===== config.mk =====
export PLATFORM = sky130hd
export DESIGN_NAME = pipe_stage_buf_flat
export DESIGN_NICKNAME = d
export VERILOG_FILES = /design/src/rtl/pipe_stage_buf_pkg.sv /design/src/rtl/pipe_stage_buf_if.sv /design/src/rtl/pipe_slot_reg.sv /design/src/rtl/pipe_stage_buf.sv /design/src/flat_wrapper.sv
export SDC_FILE = /design/constraint.sdc
export NUM_CORES = 1
export LEC_CHECK = 0
export ABC_AREA = 0
export CAP_MARGIN = 20
export CELL_PAD_IN_SITES_DETAIL_PLACEMENT = 0
export CELL_PAD_IN_SITES_GLOBAL_PLACEMENT = 1
export CORE_AREA = 8 8 155 172
export CTS_BUF_LIST = sky130_fd_sc_hd__clkbuf_2
export CTS_CLUSTER_SIZE = 28
export DETAILED_ROUTE_END_ITERATION = 12
export DIE_AREA = 0 0 163 180
export HOLD_SLACK_MARGIN = 0.06
export PLACE_DENSITY_LB_ADDON = 0.1
export REMOVE_ABC_BUFFERS = 1
export SKIP_CTS_REPAIR_TIMING = 1
export SYNTH_ARGS = -nofsm -noshare
export SYNTH_HDL_FRONTEND = slang
export SYNTH_SLANG_ARGS = --single-unit
export TNS_END_PERCENT = 5

===== constraint.sdc =====
create_clock -name clk -period 4.6 [get_ports clk]
set_input_delay 0.92 -clock clk [delete_from_list [all_inputs] [get_ports clk]]
set_output_delay 0.92 -clock clk [all_outputs]
set_load 0.02 [all_outputs]

===== src/rtl/pipe_stage_buf_pkg.sv =====
// rtl/pipe_stage_buf_pkg.sv - shared lane width and slot layout for pipeline stage buffers
package pipe_stage_buf_pkg;

  localparam int MACHINE_WIDTH = 2;
  localparam int SLOT_DATA_W   = 32;

  // Stage-specific payload types live in their own stage packages; this is the generic carrier.
  typedef struct packed {
    logic [MACHINE_WIDTH-1:0]             lane_valid;
    logic [MACHINE_WIDTH*SLOT_DATA_W-1:0] payload;
  } slot_t;

endpackage


===== src/rtl/pipe_stage_buf_if.sv =====
// rtl/pipe_stage_buf_if.sv - upstream/downstream slot handshake bundle
interface pipe_stage_buf_if
  import pipe_stage_buf_pkg::*;
#(
  parameter int LANES  = MACHINE_WIDTH,
  parameter int DATA_W = 32
);

  logic                    in_valid;
  logic [LANES-1:0]        in_lane_valid;
  logic [LANES*DATA_W-1:0] in_data;
  logic                    in_ready;

  logic                    out_valid;
  logic [LANES-1:0]        out_lane_valid;
  logic [LANES*DATA_W-1:0] out_data;
  logic                    out_ready;

  modport slave (
    input  in_valid, in_lane_valid, in_data, out_ready,
    output in_ready, out_valid, out_lane_valid, out_data
  );

  modport master (
    output in_valid, in_lane_valid, in_data, out_ready,
    input  in_ready, out_valid, out_lane_valid, out_data
  );

endinterface


===== src/rtl/pipe_slot_reg.sv =====
// rtl/pipe_slot_reg.sv - one slot register with synchronous clear and load enables
module pipe_slot_reg #(
  parameter int W = 66
) (
  input  logic         clk,
  input  logic         i_reset,
  input  logic         i_clr,
  input  logic         i_ld,
  input  logic [W-1:0] i_d,
  output logic [W-1:0] o_q
);

  logic [W-1:0] r_q;

  always_ff @(posedge clk) begin
    if (i_reset || i_clr) begin
      r_q <= '0;
    end else if (i_ld) begin
      r_q <= i_d;
    end
  end

  assign o_q = r_q;

endmodule


===== src/rtl/pipe_stage_buf.sv =====
// rtl/pipe_stage_buf.sv - two-slot skid buffer between pipeline stages
// PIPE_STAGE_BUF_BYPASS_EN: forward input straight to output while empty.
module pipe_stage_buf
  import pipe_stage_buf_pkg::*;
#(
  parameter int LANES  = MACHINE_WIDTH,
  parameter int DATA_W = 32
) (
  input  logic             clk,
  input  logic             reset,
  input  logic             flush,
  pipe_stage_buf_if.slave  bus,
  output logic [1:0]       count
);

  localparam int SLOT_W = LANES + LANES*DATA_W;

  logic [1:0]        r_count;
  logic [1:0]        w_count_nxt;
  logic [SLOT_W-1:0] w_in_slot;
  logic [SLOT_W-1:0] w_main_q;
  logic [SLOT_W-1:0] w_skid_q;
  logic [SLOT_W-1:0] w_main_d;
  logic              w_main_ld;
  logic              w_skid_ld;
  logic              w_push;
  logic              w_pop;
  logic              w_store;
  logic              w_bypass;

  assign w_in_slot   = {bus.in_lane_valid, bus.in_data};
  assign bus.in_ready = (r_count != 2'd2);

  // Bubbles are accepted on the handshake but never occupy a slot.
  assign w_push = bus.in_valid && bus.in_ready && (|bus.in_lane_valid) && !flush;
  assign w_pop  = bus.out_ready && (r_count != 2'd0);

`ifdef PIPE_STAGE_BUF_BYPASS_EN
  assign w_bypass = (r_count == 2'd0) && !flush;
`else
  assign w_bypass = 1'b0;
`endif

  // A bypassed slot taken downstream in the same cycle is never stored.
  assign w_store = w_push && !(w_bypass && bus.out_ready);

  always_comb begin
    bus.out_valid      = (r_count != 2'd0);
    bus.out_lane_valid = w_main_q[SLOT_W-1 -: LANES];
    bus.out_data       = w_main_q[LANES*DATA_W-1:0];
    if (w_bypass) begin
      bus.out_valid      = bus.in_valid && (|bus.in_lane_valid);
      bus.out_lane_valid = bus.in_lane_valid;
      bus.out_data       = bus.in_data;
    end
  end

  always_comb begin
    w_count_nxt = r_count;
    w_main_ld   = 1'b0;
    w_skid_ld   = 1'b0;
    w_main_d    = w_in_slot;
    if (flush) begin
      w_count_nxt = 2'd0;
    end else begin
      case (r_count)
        2'd0: begin
          if (w_store) begin
            w_main_ld   = 1'b1;
            w_count_nxt = 2'd1;
          end
        end
        2'd1: begin
          if (w_store && w_pop) begin
            w_main_ld = 1'b1;
          end else if (w_store) begin
            w_skid_ld   = 1'b1;
            w_count_nxt = 2'd2;
          end else if (w_pop) begin
            w_count_nxt = 2'd0;
          end
        end
        default: begin
          if (w_pop) begin
            w_main_ld   = 1'b1;
            w_main_d    = w_skid_q;
            w_count_nxt = 2'd1;
          end
        end
      endcase
    end
  end

  always_ff @(posedge clk) begin
    if (reset) begin
      r_count <= 2'd0;
    end else begin
      r_count <= w_count_nxt;
    end
  end

  pipe_slot_reg #(.W(SLOT_W)) u_main (
    .clk     (clk),
    .i_reset (reset),
    .i_clr   (flush),
    .i_ld    (w_main_ld),
    .i_d     (w_main_d),
    .o_q     (w_main_q)
  );

  pipe_slot_reg #(.W(SLOT_W)) u_skid (
    .clk     (clk),
    .i_reset (reset),
    .i_clr   (flush),
    .i_ld    (w_skid_ld),
    .i_d     (w_in_slot),
    .o_q     (w_skid_q)
  );

  assign count = r_count;

endmodule


===== src/flat_wrapper.sv =====
// flat-port wrapper written by rule: the top's interface ports become plain ports
module pipe_stage_buf_flat import pipe_stage_buf_pkg::*;
#(
  parameter int LANES  = MACHINE_WIDTH,
  parameter int DATA_W = 32
)
  (clk, reset, flush, count, bus_in_valid, bus_in_lane_valid, bus_in_data, bus_out_ready, bus_in_ready, bus_out_valid, bus_out_lane_valid, bus_out_data);
  pipe_stage_buf_if #(.LANES(LANES), .DATA_W(DATA_W)) bus_i ();
  input  logic clk;
  input  logic reset;
  input  logic flush;
  output logic [1:0] count;
  input wire logic [$bits(bus_i.in_valid)-1:0] bus_in_valid;
  input wire logic [$bits(bus_i.in_lane_valid)-1:0] bus_in_lane_valid;
  input wire logic [$bits(bus_i.in_data)-1:0] bus_in_data;
  input wire logic [$bits(bus_i.out_ready)-1:0] bus_out_ready;
  output wire logic [$bits(bus_i.in_ready)-1:0] bus_in_ready;
  output wire logic [$bits(bus_i.out_valid)-1:0] bus_out_valid;
  output wire logic [$bits(bus_i.out_lane_valid)-1:0] bus_out_lane_valid;
  output wire logic [$bits(bus_i.out_data)-1:0] bus_out_data;
  assign bus_i.in_valid = bus_in_valid;
  assign bus_i.in_lane_valid = bus_in_lane_valid;
  assign bus_i.in_data = bus_in_data;
  assign bus_i.out_ready = bus_out_ready;
  assign bus_in_ready = bus_i.in_ready;
  assign bus_out_valid = bus_i.out_valid;
  assign bus_out_lane_valid = bus_i.out_lane_valid;
  assign bus_out_data = bus_i.out_data;
  pipe_stage_buf #(.LANES(LANES), .DATA_W(DATA_W)) u_core (.clk(clk), .reset(reset), .flush(flush), .bus(bus_i), .count(count));
endmodule

==> qor.yml, run 1 <==
status:
  status: "complete, no violations"
pwr:
  ir_drop_mv: 0.111
  pwr_density_cell_mw_per_mm2: 277
  p_leak_uw: 0.00286
drt:
  drcViolationCount: 0
  firstDrtPassIters: 5
  first_iter_violations: 195
  viasPerCell: 4.93
  ant_nets: 0
  routed_wl_um: 19900
  wl_per_cell_um: 18.2
  dr_total_vias: 5391
global_route:
  grt_pass1_vias: 5541
  grt_max_degree: 85
  gr-total-overflow: 0
  grt_pass1_wl_um: 31700
  antenna_found_initial: 3
  track_usage: 0.135
clock_tree:
  cts_tree: "yes"
  numCtsBuffers: 17
  root_buffer: "clkbuf_2"
  cts_max_path_buffers: 2
  worstSkewPairLatency_ps: 700
  htree_levels: 4
  clock_sinks: 134
  path_clk_slew_ps: 210
yosys:
  synth_cell_types: 25
  synth_area_per_cell_um2: 8.76
  ys_seq_elements: 134
  yosys_warnings: 0
  seq_area_frac_synth: 0.459
  syn-cell-area_mm2: 0.00585
  syn_inst: 668
critical_path:
  critPathCapture: "bus_out_valid"
  rr_worst_depth: 8
  critPathKind: "reg -> out"
  r2r-start: "u_core.count[0]"
  cp_max_fo: 34
  crit_arrival_ps: 2390
  timing.rr.end: "u_core.u_main.o_q[58]"
  crit_start: "u_core.count[0]"
  crit_path_start_kind: "register"
  crit_required_ps: 3680
  r2r_slack_ps: 1990
  endpoint_kind: "primary output"
sta:
  hold_viol: 0
  rsz0062_at_grt: "false"
  holdWs_ps: 468
  slew_viol_final: 0
  fin_tns_setup_ps: 0
  slew_headroom: 0.307
  period_needed_ps: 3310
  fmax_mhz: 302
  finalClockSkew_ps: 54.2
  tightest_slew_ps: 1040
  period_share: 0.720
  setup_viol: 0
floorplan:
  rows: 60
  coreArea_mm2: 0.0239
  die_height_um: 180
  die_area_mm2: 0.0293
  pin_count: 141
  initial_core_util: 0.245
  die_w_um: 163
cells_and_area:
  fin_cells: 1094
  area_growth_pct: 31.6
  drive_above_1_share: 0.0703
  nets: 840
  num-fill-cells: 2508
place:
  dpl.hpwl_um: 12300
  numPortBuffers: 140
  place.gp.congestion: 0.732
  dp_cells: 1059
min_path:
  hold_path.class: "reg -> reg"
flow_run:
  maxCapViolations: 0
==> metrics by stage <==
stage	area [um2]	worst slack (ps)	util	power, uW
final	7700	1290	0.322	2130
after floorplan	5520	425	-	1310
after global placement	7420	1210	0.311	1470
after detailed placement	7460	1180	0.312	1480
after global routing	7700	1070	0.322	2250
after CTS	7670	793	0.321	2180
==> Yosys cell counts, drive strengths merged <==
| master | number | area [um2] |
|---|---|---|
| o311ai | 50 | 438 |
| mux2i | 66 | 661 |
| o311a | 1 | 10.0 |
| or3 | 50 | 313 |
| or4 | 1 | 7.51 |
| o21bai | 1 | 11.3 |
| clkbuf | 38 | 143 |
| or2 | 2 | 12.5 |
| and2 | 1 | 6.26 |
| buf | 30 | 191 |
| nor4 | 1 | 12.5 |
| inv | 1 | 3.75 |
| nand2 | 133 | 507 |
| nor2 | 4 | 15.0 |
| nor3 | 1 | 5.00 |
| nand2b | 5 | 46.3 |
| dfxtp | 134 | 2680 |
| a21oi | 133 | 666 |
| a211oi | 16 | 120 |
==> cells by family after synthesis <==
group / count (synthesis) / synth area share
buffers and inverters: 69 / 0.0577
AND/OR/NAND/NOR: 198 / 0.158
multiplexers: 66 / 0.113
flip-flops: 134 / 0.459
AO/OA/AOI/OAI: 201 / 0.213
==> worst max-delay path, stage by stage (launching register included) <==
cell	delay, ps
dfxtp_1	460
nor2_4	390
buf_12	240
inv_2	70
clkdlybuf4s50_1	540
==> sequential cells by signal (all words and copies together), names as in the netlist <==
register and flops:
u_core.count 2, u_core.u_main.o_q 66, u_core.u_skid.o_q 66
==> worst min-delay path by stage <==
stage | start | to | slack (ps) | depth (start not counted)
floorplan | u_core.u_skid.o_q[0] | u_core.u_skid.o_q[0] | 440 | 2
global placement | u_core.u_skid.o_q[6] | u_core.u_skid.o_q[6] | 440 | 2
detailed placement | u_core.u_skid.o_q[65] | u_core.u_skid.o_q[65] | 450 | 2
CTS | u_core.u_skid.o_q[65] | u_core.u_skid.o_q[65] | 470 | 2
global route | u_core.u_skid.o_q[5] | u_core.u_skid.o_q[5] | 490 | 2
finish | u_core.u_skid.o_q[11] | u_core.u_skid.o_q[11] | 470 | 2
==> layer usage <==
metal	up-vias	global-route usage	part of all wire
li1	2613	-	-
met1	2605	0.176	0.47
met2	155	0.211	0.45
met3	14	0.0457	0.067
met4	4	0.0320	0.0094
met5	-	0	0.0015
==> cells in the final DEF (no fill, tap or decap), types with 2 or more instances in the layout <==
cell type        instances
a211oi_1                16
a21oi_1                133
buf_12                   5
buf_4                    5
clkbuf_2                17
clkdlybuf4s50_1        139
clkinv_1                 2
clkinv_2                 2
clkinv_4                 3
clkinvlp_4               4
dfxtp_1                133
diode_2                  2
inv_6                    3
mux2i_1                 66
nand2_1                132
nand2b_1                 3
nand2b_4                 2
nor2_4                   3
o311ai_0                50
or2_4                    2
or3_1                   50
==> power by group <==
group	internal, uW	switching [uW]
Clock	196	487
Sequential	1180	13.6
Combinational	121	136
Total	1500	636
==> layout make-up <==
cell class	count	area, um2	area share
multi-input combinational	465	2870	0.373
sequential	134	2680	0.349
timing repair buffer	150	1530	0.199
tap	310	388	0.0504
clock inverter	15	130	0.0169
clock buffer	17	85.1	0.0111
antenna	2	5.00	0.000650
inverter	1	3.75	0.000488
Note: power is estimated with default switching activity, not from simulation.
==> run 2, diff against run 1 <==
==> constraint.sdc (replaced) <==
create_clock -name clk -period 2.9 [get_ports clk]
set_input_delay 0.58 -clock clk [delete_from_list [all_inputs] [get_ports clk]]
set_output_delay 0.58 -clock clk [all_outputs]
set_load 0.02 [all_outputs]
==> qor.yml, run 2 (synthesis gave the netlist of run 1 again) <==
min_path:
  hold_path.class: "in -> reg"
  min_from: "bus_in_data[55]"
clock_tree:
  root_buffer: "clkbuf_2"
  worstSkewPairLatency_ps: 700
  clock_sinks: 134
  cts_max_path_buffers: 2
  htree_levels: 4
  path_clk_slew_ps: 240
  numCtsBuffers: 17
  cts_tree: "yes"
drt:
  viasPerCell: 4.85
  ant_nets: 0
  dr_total_vias: 5330
  wl_per_cell_um: 18.0
  firstDrtPassIters: 5
  routed_wl_um: 19800
  drcViolationCount: 0
  first_iter_violations: 237
critical_path:
  cp_max_fo: 24
  endpoint_kind: "primary output"
  crit_path_start_kind: "register"
  crit_start: "u_core.count[1]"
  critPathKind: "reg -> out"
  crit_arrival_ps: 2040
  r2r-start: "u_core.count[1]"
  crit_required_ps: 2320
global_route:
  grt_pass1_wl_um: 31200
  grt_pass1_vias: 5494
  grt_max_degree: 57
  antenna_found_initial: 5
  track_usage: 0.134
  gr-total-overflow: 0
pwr:
  pwr_density_cell_mw_per_mm2: 437
  ir_drop_mv: 0.184
  power_uw: 3400
  p_leak_uw: 0.00292
status:
  status: "complete, no violations"
cells_and_area:
  drive_above_1_share: 0.0811
  stdcell_area_mm2: 0.00779
  nets: 847
  final_common_cell: "clkdlybuf4s50_1"
  final_util: 0.326
  layout_common_cells: "clkdlybuf4s50_1 (139), a21oi_1 (133), dfxtp_1 (133), nand2_1 (132), mux2i_1 (66)"
  area_growth_pct: 33.2
  fin_cells: 1100
sta:
  setup_viol: 0
  finalClockSkew_ps: 35.4
  rsz0062_at_grt: "false"
  slew_headroom: 0.639
  period_needed_ps: 2620
  period_share: 0.904
  holdWs_ps: 422
  fmax_mhz: 382
  hold_viol: 0
  tightest_slew_ps: 540
  slew_viol_final: 0
floorplan:
  rows: 60
  die_area_mm2: 0.0293
  initial_core_util: 0.245
  coreArea_mm2: 0.0239
  die_height_um: 180
  die_w_um: 163
  pin_count: 141
place:
  numPortBuffers: 140
  place.gp.congestion: 0.723
  dp_cells: 1067
  dpl.hpwl_um: 12700
  dpl_cell_area_mm2: 0.00757
flow_run:
  maxCapViolations: 0
## run 2: area by class of cell
type | instances | area, um2
timing repair buffer | 157 | 1620
fill | 2522 | 16100
antenna | 1 | 2.50
sequential | 134 | 2690
clock inverter | 13 | 124
inverter | 1 | 3.75
multi-input combinational | 465 | 2870
clock buffer | 19 | 95.1
tap | 310 | 388
## run 2: worst max-delay path, cell delays in order (launching register included)
cell	delay, ps
dfxtp_4	600
nor2_4	70
inv_2	80
clkdlybuf4s50_1	600
## run 2: stage by stage
step | setup TNS (ps) | setup WS, ps
floorplan | -151590 | -1210
global placement | 0 | 423
detailed placement | 0 | 407
CTS | 0 | 1.21
global route | 0 | 125
finish | 0 | 280
## run 2: final timing paths
kind                            cells after the start               endpoint  slack (ps)
worst max-delay path                                3          bus_out_valid         280
worst min-delay path                                3  u_core.u_skid.o_q[55]         420
worst max register to register                      7  u_core.u_main.o_q[35]         850
worst min register to register                      2  u_core.u_skid.o_q[22]         470
## run 2: report_power, final
part / total, uW / internal (uW) / switching [uW]
clock: 1100 / 327 / 775
sequential: 1900 / 1870 / 20.8
combinational: 407 / 195 / 212
total: 3400 / 2400 / 1010
## run 2: metal layers
layer | GRT usage | wire length [um] | up-vias
met3 | 0.0519 | 1340 | 18
met5 | 0 | 32 | -
met4 | 0.0290 | 145 | 6
met2 | 0.211 | 8820 | 127
met1 | 0.169 | 9490 | 2542
li1 | - | - | 2637
